<file path="src/rtl/rstrt_pkg.sv">
// ============================================================================
// rstrt_pkg : state encodings, parameter defaults and helpers for restart_ctrl
// Rev 1.0
// ============================================================================
`default_nettype none

package rstrt_pkg;

  localparam logic [2:0] ST_IDLE    = 3'b000;
  localparam logic [2:0] ST_HOLDOFF = 3'b001;
  localparam logic [2:0] ST_MONITOR = 3'b010;
  localparam logic [2:0] ST_RESTART = 3'b011;
  localparam logic [2:0] ST_W4DROP  = 3'b100;
  localparam logic [2:0] ST_W4RUN   = 3'b101;
  localparam logic [2:0] ST_FAIL    = 3'b110;

  localparam logic [7:0]  LOCK_FILT_DEF = 8'd16;
  localparam logic [15:0] HOLDOFF_DEF   = 16'd1000;
  localparam logic [15:0] RUN_TMO_DEF   = 16'd50000;

  function automatic logic [7:0] sat_inc8(input logic [7:0] v);
    return (v == 8'hFF) ? v : v + 8'd1;
  endfunction

endpackage

`default_nettype wire

</file>
<file path="src/rtl/lock_filt.sv">
// ============================================================================
// lock_filt : counts consecutive lock-loss cycles, flags expiry on the Nth one
// Rev 1.0
// ============================================================================
`default_nettype none

module lock_filt
  import rstrt_pkg::*;
#(
  parameter logic [7:0] LOCK_FILT = LOCK_FILT_DEF
) (
  input  logic clk,
  input  logic rst_n,
  input  logic clear,
  input  logic loss,
  output logic expired
);

  logic [7:0] cnt;
  logic       at_last;

  assign at_last = (cnt == LOCK_FILT - 8'd1);
  // Combinational so the transition happens in the Nth consecutive loss cycle.
  assign expired = loss && !clear && at_last;

  always_ff @(posedge clk or negedge rst_n) begin
    if (!rst_n) begin
      cnt <= 8'd0;
    end else if (clear || !loss) begin
      cnt <= 8'd0;
    end else if (!at_last) begin
      cnt <= cnt + 8'd1;
    end
  end

endmodule

`default_nettype wire

</file>
<file path="src/rtl/restart_ctrl.sv">
// ============================================================================
// restart_ctrl : supervises clock locks after power-on and issues sequencer
//                restarts on command or persistent lock loss
// Rev 1.0
// ============================================================================
`default_nettype none

module restart_ctrl
  import rstrt_pkg::*;
#(
  parameter logic [7:0]  LOCK_FILT = LOCK_FILT_DEF,
  parameter logic [15:0] HOLDOFF   = HOLDOFF_DEF,
  parameter logic [15:0] RUN_TMO   = RUN_TMO_DEF
) (
  input  logic       CLK,
  input  logic       EOS,
  input  logic       RUN,
  input  logic       QPLL_LOCK,
  input  logic       MMCM_LOCK,
  input  logic       AUTO_EN,
  input  logic       JTAG_RESTART,
  input  logic       CLR_FAIL,
  output logic       RESTART_ALL,
  output logic       LOCK_LOST,
  output logic       RSTRT_FAIL,
  output logic [7:0] RSTRT_CNT,
  output logic [2:0] RSTRT_STATE
);

  logic [2:0]  state;
  logic [2:0]  nextstate;
  logic [15:0] timer;
  logic        pending;
  logic        loss;
  logic        filt_clear;
  logic        expired;
  logic        timer_run;
  logic        lock_trig;
  logic        enter_restart;
  logic        enter_fail;
  logic        pend_set;

  assign loss       = !QPLL_LOCK || !MMCM_LOCK;
  assign filt_clear = !AUTO_EN || (state != ST_MONITOR) || !loss;

  lock_filt #(
    .LOCK_FILT(LOCK_FILT)
  ) u_lock_filt (
    .clk    (CLK),
    .rst_n  (EOS),
    .clear  (filt_clear),
    .loss   (loss),
    .expired(expired)
  );

  always_comb begin
    nextstate = state;
    case (state)
      ST_IDLE: begin
        if (RUN) nextstate = ST_HOLDOFF;
      end
      ST_HOLDOFF: begin
        if (!RUN)                             nextstate = ST_IDLE;
        else if (timer == HOLDOFF - 16'd1)    nextstate = ST_MONITOR;
      end
      ST_MONITOR: begin
        if (JTAG_RESTART || pending || expired) nextstate = ST_RESTART;
        else if (!RUN)                          nextstate = ST_IDLE;
      end
      ST_RESTART: begin
        nextstate = ST_W4DROP;
      end
      ST_W4DROP: begin
        if (!RUN)                             nextstate = ST_W4RUN;
        else if (timer == RUN_TMO - 16'd1)    nextstate = ST_FAIL;
      end
      ST_W4RUN: begin
        if (RUN)                              nextstate = ST_HOLDOFF;
        else if (timer == RUN_TMO - 16'd1)    nextstate = ST_FAIL;
      end
      ST_FAIL: begin
        if (CLR_FAIL) nextstate = ST_IDLE;
      end
      default: nextstate = ST_IDLE;
    endcase
  end

  assign timer_run     = (state == ST_HOLDOFF) || (state == ST_W4DROP) || (state == ST_W4RUN);
  assign enter_restart = (nextstate == ST_RESTART) && (state != ST_RESTART);
  assign enter_fail    = (nextstate == ST_FAIL) && (state != ST_FAIL);
  // A command or pending request takes precedence over a coincident filter expiry.
  assign lock_trig     = (state == ST_MONITOR) && expired && !JTAG_RESTART && !pending;
  assign pend_set      = JTAG_RESTART && (state != ST_MONITOR) && (state != ST_FAIL);

  always_ff @(posedge CLK or negedge EOS) begin
    if (!EOS) begin
      state       <= ST_IDLE;
      timer       <= 16'd0;
      pending     <= 1'b0;
      RESTART_ALL <= 1'b0;
      RSTRT_FAIL  <= 1'b0;
      LOCK_LOST   <= 1'b0;
      RSTRT_CNT   <= 8'd0;
    end else begin
      state <= nextstate;

      if (nextstate != state) begin
        timer <= 16'd0;
      end else if (timer_run) begin
        timer <= timer + 16'd1;
      end

      if (enter_restart || enter_fail) begin
        pending <= 1'b0;
      end else if (pend_set) begin
        pending <= 1'b1;
      end

      RESTART_ALL <= (nextstate == ST_RESTART);
      RSTRT_FAIL  <= (nextstate == ST_FAIL);

      if (nextstate == ST_RESTART) begin
        RSTRT_CNT <= sat_inc8(RSTRT_CNT);
        if (lock_trig) LOCK_LOST <= 1'b1;
      end
    end
  end

  assign RSTRT_STATE = state;

endmodule

`default_nettype wire

</file>
<file path="config.mk">
export PLATFORM = sky130hd
export DESIGN_NAME = restart_ctrl
export DESIGN_NICKNAME = d
export VERILOG_FILES = /design/src/rtl/rstrt_pkg.sv /design/src/rtl/lock_filt.sv /design/src/rtl/restart_ctrl.sv
export SDC_FILE = /design/constraint.sdc
export NUM_CORES = 1
export LEC_CHECK = 0
export BUFFER_PORTS_ARGS = -buffer_cell sky130_fd_sc_hd__buf_2
export CAP_MARGIN = 20
export CORE_MARGIN = 8
export CORE_UTILIZATION = 59
export CTS_CLUSTER_DIAMETER = 100
export DETAILED_ROUTE_END_ITERATION = 8
export PLACE_DENSITY = 0.8
export SYNTH_ARGS = -nofsm -noshare
export SYNTH_HDL_FRONTEND = slang
export SYNTH_SLANG_ARGS = --single-unit
</file>
<file path="constraint.sdc">
create_clock -name CLK -period 2.67 [get_ports CLK]
set_input_delay 0.267 -clock CLK [delete_from_list [all_inputs] [get_ports CLK]]
set_output_delay 0.267 -clock CLK [all_outputs]
set_load 0.05 [all_outputs]
</file>
==> qor.csv <==
metric;value;unit
boundaryPins;22;
synth_edf_count;0;
postRouteWirelength;4430;um
grt_max_degree;40;
synth.cell_area;2240;um2
p_total;0.00125;W
cts_made_buffers;5;
crit_arrival;2710;ps
ys.warnings.count;0;
synthArstFlopShare;100;%
synth_cells;210;
antenna_cells;0;
finalSetupTns;0;ps
path_clk_slew;80;ps
rsz0062_at_grt;no;
wire_per_inst;15.5;um
syn_area_per_cell;10.6;um2
vias_per_cell;5.86;
cts.sinks;39;
core-area;3660;um2
final_layout_size_suffix_gt1_share;24.4;%
worstSkewPairLatency;300;ps
cts_max_path_buffers;2;
area_delta_synth_final;12.9;%
ys_seq_area_share;43.6;%
drv_cap;0;
cp.required;2870;ps
clockRootBuffer;clkbuf_8;
synth-seq-cells;39;
post_dp_cell_area;2390;um2
setup-violations-final;0;
cts_resized;0;
worst_pin_slew;855;ps
timing.fmax;399;MHz
synth_top_area_share;43.6;%
p_leak;1.11;nW
synth_flop_cell;dfrtp_1;
synthTopCellsByArea;dfrtp_1, xor2_1, a211oi_2;
antenna_found_initial;0;
fin_nets;248;
drtPass1Iterations;4;
cts_tree;done;
holdWs;69.1;ps
status;completed;
ir_drop;0.000503;V
critical_path_class;reg2reg;
drc_errors;0;
gp_congestion;0.860;
start_util;61.1;%
end_kind;register;
grt_usage;14.9;%
synth_cell_types;51;
port_buffers;21;
worstPathMaxFanout;16;
period_needed;2510;ps
drt_iter0_markers;86;
maxSlewViolCount;0;
powerDensity;495;nW/um2
cts.htree.levels;2;
layout_commonest_cell;dfrtp_1;
critPathLaunchType;register;
synth_top_cell_by_area;dfrtp_1;
grt_pass1_wl;7400;um
final_cell_mix;dfrtp_1, buf_2, xor2_1;
die_y;77.6;um
die-area;6020;um2
synth_nets;221;
dpl.hpwl;3090;um
seqCellArea;976;um2
slew_headroom;43.0;%
min_period_over_period;93.9;%
grt_pass1_vias;1604;
fin_area;2520;um2
postCtsHoldBufs;0;
nFillCells;294;
dieWidth;77.6;um
multi_input_area;1170;um2
vias;1677;
drtAntennaViolNets;0;
row_count;22;
hp-class;in2async;
gr-total-overflow;0;
timing.final.hold_violations;0;
skew;5.34;ps
per-layer routing:
layer,wire [um],global-route usage [%],vias up
li1,-,-,825
met1,2030,18.1,818
met2,2150,24.4,29
met3,185,4.15,5
met4,63,6.04,0
met5,0,0,-
final timing paths:
path,startpoint,endpoint,slack [ps],depth (start not counted)
setup / recovery,u_lock_filt.cnt[0],timer[4],160,7
hold / removal,EOS,RSTRT_STATE[2],70,1
setup reg to reg,u_lock_filt.cnt[0],timer[4],160,7
hold reg to reg,RSTRT_CNT[5],RSTRT_CNT[5],490,1
max in group asynchronous,EOS,timer[0],2060,1
min in group CLK,JTAG_RESTART,pending,290,3
kinds of logic after synthesis:
logic type	synth area share (%)
xor+xnor	10.6
buf+inv	3.81
compound gates	17.1
fa+ha+maj	1.68
simple gates	21.8
mux	1.40
flops	43.6
state kept, by name, summed over array words and instances, names as in the netlist:
| signal | flops |
|---|---|
| timer | 16 |
| RSTRT_CNT | 8 |
| u_lock_filt.cnt | 8 |
| RSTRT_STATE | 3 |
| LOCK_LOST | 1 |
| RESTART_ALL | 1 |
| RSTRT_FAIL | 1 |
| pending | 1 |
per-stage QoR:
stage / std cells / util [%] / setup WS [ps]
after global placement: 277 / 65.2 / 184
after global routing: 286 / 68.9 / 63.1
final: 286 / 68.9 / 163
after floorplan: 210 / - / 239
after detailed placement: 277 / 65.2 / 74.6
after CTS: 285 / 68.4 / 70.6
repair_timing:
| item | in CTS | in global routing |
|---|---|---|
| hold endpoints to repair | 0 | 0 |
| endpoints found under the setup margin | 0 | 8 |
| buffers inserted | 0 | 1 |
critical path: stages (launching register included):
cell and delay [ps]:
dfrtp_1 410, ha_1 250, and3_1 220, and4_1 210, or2_1 310, or4_1 530, buf_4 230, a211oi_1 240
cell usage after synthesis (2+ instances only):
master	number
dfrtp_1	39
xor2_1	18
nor2_1	16
nand2_1	12
nand3_1	11
nand4_1	11
a211oi_2	10
xnor2_1	9
a211oi_1	7
and3_1	7
nor3_1	6
a21oi_1	5
inv_1	5
and4_1	3
buf_6	3
ha_1	3
nand2b_1	3
a21o_1	2
buf_2	2
buf_4	2
clkbuf_1	2
mux2i_1	2
nand4b_1	2
o21ai_0	2
or4_4	2
report_power, final:
group          internal (W)  switching [W]  total (W)
registers          0.000605      0.0000143   0.000619
clock network      0.000283       0.000230   0.000514
logic             0.0000360      0.0000798   0.000116
cell type report:
cell class                      instances  area share, %
Clock inverter                          3           1.88
Clock buffer                            5           2.73
Timing Repair Buffer                   29           7.04
Inverter                                5          0.744
Tap cell                               48           2.38
Multi-Input combinational cell        157           46.6
Sequential cell                        39           38.7
Power figures use the tool's default switching activity.
